## config.mk

```make
export PLATFORM = sky130hd
export DESIGN_NAME = wb_arbiter
export DESIGN_NICKNAME = d
export VERILOG_FILES = /design/src/rtl/wb_pkg.sv /design/src/rtl/wb_fifo.sv /design/src/rtl/wb_arbiter.sv
export SDC_FILE = /design/constraint.sdc
export NUM_CORES = 1
export LEC_CHECK = 0
export ABC_AREA = 1
export ABC_CLOCK_PERIOD_IN_PS = 5450
export BUFFER_PORTS_ARGS = -buffer_cell sky130_fd_sc_hd__buf_2
export CAP_MARGIN = 40
export CORE_MARGIN = 3
export CORE_UTILIZATION = 35
export CTS_CLUSTER_SIZE = 25
export DETAILED_ROUTE_END_ITERATION = 12
export HOLD_SLACK_MARGIN = 0.06
export PLACE_DENSITY = 0.53
export REMOVE_ABC_BUFFERS = 1
export SETUP_SLACK_MARGIN = 0.5
export SLEW_MARGIN = 20
export SYNTH_ARGS = -nofsm -noshare
export SYNTH_HDL_FRONTEND = slang
export SYNTH_SLANG_ARGS = --single-unit
```

## constraint.sdc

```tcl
create_clock -name clk -period 5.45 [get_ports clk]
set_input_delay 1.09 -clock clk [delete_from_list [all_inputs] [get_ports clk]]
set_output_delay 1.09 -clock clk [all_outputs]
set_load 0.05 [all_outputs]
```

## src/rtl/wb_pkg.sv

```systemverilog
// wb_pkg: shared types and constants for the writeback arbiter
package wb_pkg;
   localparam int XLEN = 32;
   localparam int REG_COUNT = 32;
   typedef struct packed {
      logic [4:0]      waddr;
      logic [XLEN-1:0] wdata;
   } wb_entry_t;
endpackage

```

## src/rtl/wb_fifo.sv

```systemverilog
// wb_fifo: synchronous FIFO of writeback entries with wrapping pointers and occupancy count
module wb_fifo import wb_pkg::*; #(
   parameter int DEPTH = 2,
   localparam int AW = $clog2(DEPTH)
) (
   input  logic        clk,
   input  logic        reset,
   input  logic        push,
   input  logic        pop,
   input  wb_entry_t   din,
   output logic        full,
   output logic        empty,
   output wb_entry_t   head,
   output logic [AW:0] level
);
   wb_entry_t mem [DEPTH];
   logic [AW-1:0] wr_ptr, rd_ptr;
   logic do_push, do_pop;
   assign full = level == (AW+1)'(DEPTH);
   assign empty = level == '0;
   assign do_push = push && !full;
   assign do_pop = pop && !empty;
   assign head = mem[rd_ptr];
   always_ff @(posedge clk)
      if (do_push) mem[wr_ptr] <= din;
   always_ff @(posedge clk or posedge reset)
      if (reset) begin
         wr_ptr <= '0;
         rd_ptr <= '0;
         level <= '0;
      end else begin
         if (do_push) wr_ptr <= wr_ptr + 1'b1;
         if (do_pop) rd_ptr <= rd_ptr + 1'b1;
         level <= level + (AW+1)'(do_push) - (AW+1)'(do_pop);
      end
endmodule

```

## src/rtl/wb_arbiter.sv

```systemverilog
// wb_arbiter: merges pipeline and MDU results onto the register-file write port, with busy scoreboard.
// Define WB_BYPASS_EN to let an MDU result skip an empty FIFO when the pipeline is idle.
module wb_arbiter import wb_pkg::*; #(
   parameter int XLEN = wb_pkg::XLEN,
   parameter int FIFO_DEPTH = 2,
   localparam int LW = $clog2(FIFO_DEPTH) + 1
) (
   input  logic                 clk,
   input  logic                 reset,
   input  logic                 pipe_wen,
   input  logic [4:0]           pipe_waddr,
   input  logic [XLEN-1:0]      pipe_wdata,
   input  logic                 issue_valid,
   input  logic [4:0]           issue_rd,
   input  logic                 mdu_valid,
   output logic                 mdu_ready,
   input  logic [4:0]           mdu_waddr,
   input  logic [XLEN-1:0]      mdu_wdata,
   output logic                 reg_write,
   output logic [4:0]           waddr,
   output logic [XLEN-1:0]      wdata,
   output logic [REG_COUNT-1:0] busy_mask,
   output logic [LW-1:0]        fifo_level
);
   wb_entry_t head, mdu_entry;
   logic full, empty, pipe_sel, pop, push, bypass, from_mdu;
   logic nxt_write, nxt_mdu;
   logic [4:0] nxt_waddr;
   logic [XLEN-1:0] nxt_wdata;
   logic [REG_COUNT-1:0] set_mask, clr_mask;
   assign pipe_sel = pipe_wen && pipe_waddr != 5'd0;
   assign pop = !pipe_sel && !empty;
`ifdef WB_BYPASS_EN
   assign bypass = empty && mdu_valid && !pipe_sel;
`else
   assign bypass = 1'b0;
`endif
   assign mdu_ready = !full;
   assign push = mdu_valid && mdu_ready && !bypass;
   assign mdu_entry = '{waddr: mdu_waddr, wdata: mdu_wdata};
   wb_fifo #(.DEPTH(FIFO_DEPTH)) u_fifo (
      .clk(clk), .reset(reset), .push(push), .pop(pop), .din(mdu_entry),
      .full(full), .empty(empty), .head(head), .level(fifo_level)
   );
   // x0 targets are consumed but never written
   always_comb begin
      nxt_waddr = pipe_sel ? pipe_waddr : pop ? head.waddr : mdu_waddr;
      nxt_wdata = pipe_sel ? pipe_wdata : pop ? head.wdata : mdu_wdata;
      nxt_mdu = !pipe_sel && (pop || bypass);
      nxt_write = (pipe_sel || nxt_mdu) && nxt_waddr != 5'd0;
   end
   assign set_mask = issue_valid ? REG_COUNT'(1) << issue_rd : '0;
   assign clr_mask = (reg_write && from_mdu) ? REG_COUNT'(1) << waddr : '0;
   always_ff @(posedge clk or posedge reset)
      if (reset) begin
         reg_write <= 1'b0;
         waddr <= '0;
         wdata <= '0;
         from_mdu <= 1'b0;
         busy_mask <= '0;
      end else begin
         reg_write <= nxt_write;
         from_mdu <= nxt_mdu;
         if (nxt_write) begin
            waddr <= nxt_waddr;
            wdata <= nxt_wdata;
         end
         busy_mask <= ((busy_mask & ~clr_mask) | set_mask) & ~REG_COUNT'(1);
      end
   assert property (@(posedge clk) disable iff (reset) !(pipe_wen && busy_mask[pipe_waddr]));
endmodule

```

==> flow_summary.yaml <==
yosys:
  synth_top_family_by_area: "simple AND/OR/NAND/NOR gates"
  yosys-mux-area-fraction_pct: 0
  synth_fa_ha_area_share_pct: 0.394
  synth_top_area_share_pct: 35.0
  synth_compound_area_share_pct: 9.52
  synthesis.area_mm2: 0.00635
  avgSynthCellArea_um2: 9.79
  synth_xor_area_share_pct: 0.414
  yosys_warnings: 0
  yosys.area_share.simple_pct: 20.1
  synth_top_area_cell: "edfxtp_1"
  synthCells: 649
  yosys_register_bits: 148
  yosysUniqueCellTypes: 32
  yosys-top-cells-area: "edfxtp_1 (35%), dfrtp_1 (29%), nand2_1 (10%)"
  yosysSeqAreaShare_pct: 64.1
sta:
  finalCritPeriodShare_pct: 57.4
  rsz0062_at_grt: "no"
  setup-tns-final_ps: 0
  setup_ws_ps: 2320
  fmax_mhz: 320
  clock_skew_ps: 11.6
  drv_slew: 0
  worst_pin_slew_ps: 780
  hold_viol: 0
  relSlewSlack_pct: 47.9
  setup_violations: 0
  min_period_ps: 3130
global_route:
  grt_pass1_vias: 5291
  grt_pass1_wl_mm: 27.6
  grt_max_degree: 42
  grt_usage_pct: 17.9
  grt_antenna_before_repair: 5
  overflow: 0
placed_design:
  dpl_worst_slack_ps: 1890
  place.detailed.hpwl_mm: 11.6
  portBuffers: 155
  gp_congestion: 0.828
critical_path:
  end_kind: "flop"
  required_ps: 5800
  crit_type: "primary input to flop"
  crit_arrival_ps: 3480
  start_kind: "primary input"
  r2r_slack_ps: 3160
  crit_fanout: 25
routing:
  vias: 5087
  wl_mm: 17.1
  route.detailed.wl_per_inst_um: 16.4
  drc: 0
  dr.first_iter.drc_count: 318
  via_per_inst: 4.89
  antenna_left: 0
  drt-pass1-iter-count: 5
clock_tree:
  clock-root-buffer: "clkbuf_16"
  clock-sinks: 148
  clk_pin_slew_ps: 60
  clockBufferDepth: 2
  post_cts_buffers: 0
  clk_latency_ps: 420
  cts-htree-levels: 4
  cts_buffers: 17
  post_cts_resize_count: 0
  cts_tree: "built"
  cts_hold_buf: 0
die:
  pin_count: 157
  rows: 48
  die_area_mm2: 0.0198
  die_y_um: 141
  fp.coreArea_mm2: 0.0175
  start_util_pct: 36.2
  die_x_um: 141
pwr:
  leakage_nw: 3.50
  power_density_mw_per_mm2: 643
  max-vdd-ir-drop_v: 0.000338
final_layout:
  post_route_cells_drive_above_1_share_pct: 26.5
  final_cell_mix: "nand2_1 (171), buf_2 (155), o21ai_0 (90)"
  syn2layout_area_growth_pct: 25.2
  utilization_pct: 45.3
  layout_commonest_cell: "nand2_1"
  fin_nets: 888
min_path:
  hp-class: "flop to flop"
run:
  drv_cap: 0
status:
  status: "complete, no violations"
sequential cells by signal, summed over array words and instances, names as in the netlist:
name           flops
u_fifo.level       2
u_fifo.rd_ptr      1
u_fifo.mem        74
u_fifo.wr_ptr      1
wdata             32
reg_write          1
from_mdu           1
waddr              5
busy_mask         31
path summary, 6_finish.rpt:
check                      cells past startpoint                       to                      start
min reg2reg                                    2    wdata[24]$_DFFE_PP0P_      wdata[24]$_DFFE_PP0P_
min in group asynchronous                      2    wdata[26]$_DFFE_PP0P_                      reset
max reg2reg                                   11     wdata[7]$_DFFE_PP0P_  u_fifo.rd_ptr$_DFFE_PP0P_
max                                           13     wdata[7]$_DFFE_PP0P_              pipe_waddr[3]
min                                            2    wdata[24]$_DFFE_PP0P_      wdata[24]$_DFFE_PP0P_
max in group asynchronous                      3  busy_mask[24]$_DFF_PP0_                      reset
metal layers:
metal | GRT usage [%] | vias to the layer above | share of wire [%]
met5 | 0 | - | 0.28
met4 | 5.97 | 8 | 1.8
met3 | 4.75 | 27 | 6.0
met2 | 30.2 | 163 | 49
met1 | 22.3 | 2421 | 43
li1 | - | 2468 | -
cell families after synthesis:
group           after synthesis
simple gates                302
flops                       148
compound gates              112
buf+inv                      81
xor+xnor                      3
fa+ha+maj                     2
other cells                   1
final cells by class:
class	instances	area, µm²
Fill cell	1756	9580
Sequential cell	148	4070
Multi-Input combinational cell	420	1960
Timing Repair Buffer	163	896
Clock buffer	18	429
Tap cell	225	282
Inverter	52	196
Clock inverter	14	115
Antenna cell	1	2.50
synth_stat cells, drive strengths merged:
| library cell | n |
|---|---|
| o21ai | 98 |
| nand2 | 183 |
| a22o | 7 |
| nor2 | 52 |
| conb | 1 |
| or2 | 5 |
| xor2 | 1 |
| o211ai | 6 |
| nor3 | 12 |
| nand3 | 44 |
| nand4 | 5 |
| clkinv | 1 |
| buf | 11 |
| and3 | 1 |
| ha | 2 |
| clkbuf | 18 |
| dfrtp | 74 |
| o31ai | 1 |
| xnor2 | 2 |
| edfxtp | 74 |
| inv | 51 |
where the power goes:
part	leakage (nW)	total (W)	internal, W	switching [W]
sequential	1.51	0.00179	0.00158	0.000210
combinational	1.73	0.00225	0.000536	0.00171
clock	0.261	0.00107	0.000622	0.000449
stage by stage:
step / std cells / cell area [µm²] / hold slack [ps] / power, W
finish: 1041 / 7950 / 471 / 0.00511
global route: 1041 / 7950 / 495 / 0.00544
CTS: 1040 / 7950 / 473 / 0.00517
detailed placement: 1008 / 7410 / 457 / 0.00409
global placement: 1005 / 7320 / 453 / 0.00400
floorplan: 620 / 6210 / 487 / 0.00339
worst max-delay path, stage by stage:
cell and delay, ps:
buf_2 100, nor2_1 110, nand3_1 100, nand2_2 430, inv_2 300, nor2_2 300, nand2_1 80, nand3_1 100
nand3_2 100, nand2_2 370, buf_16 230, nand2_1 80, nand2_1 70
No activity file was read; power rests on OpenSTA's default activity.
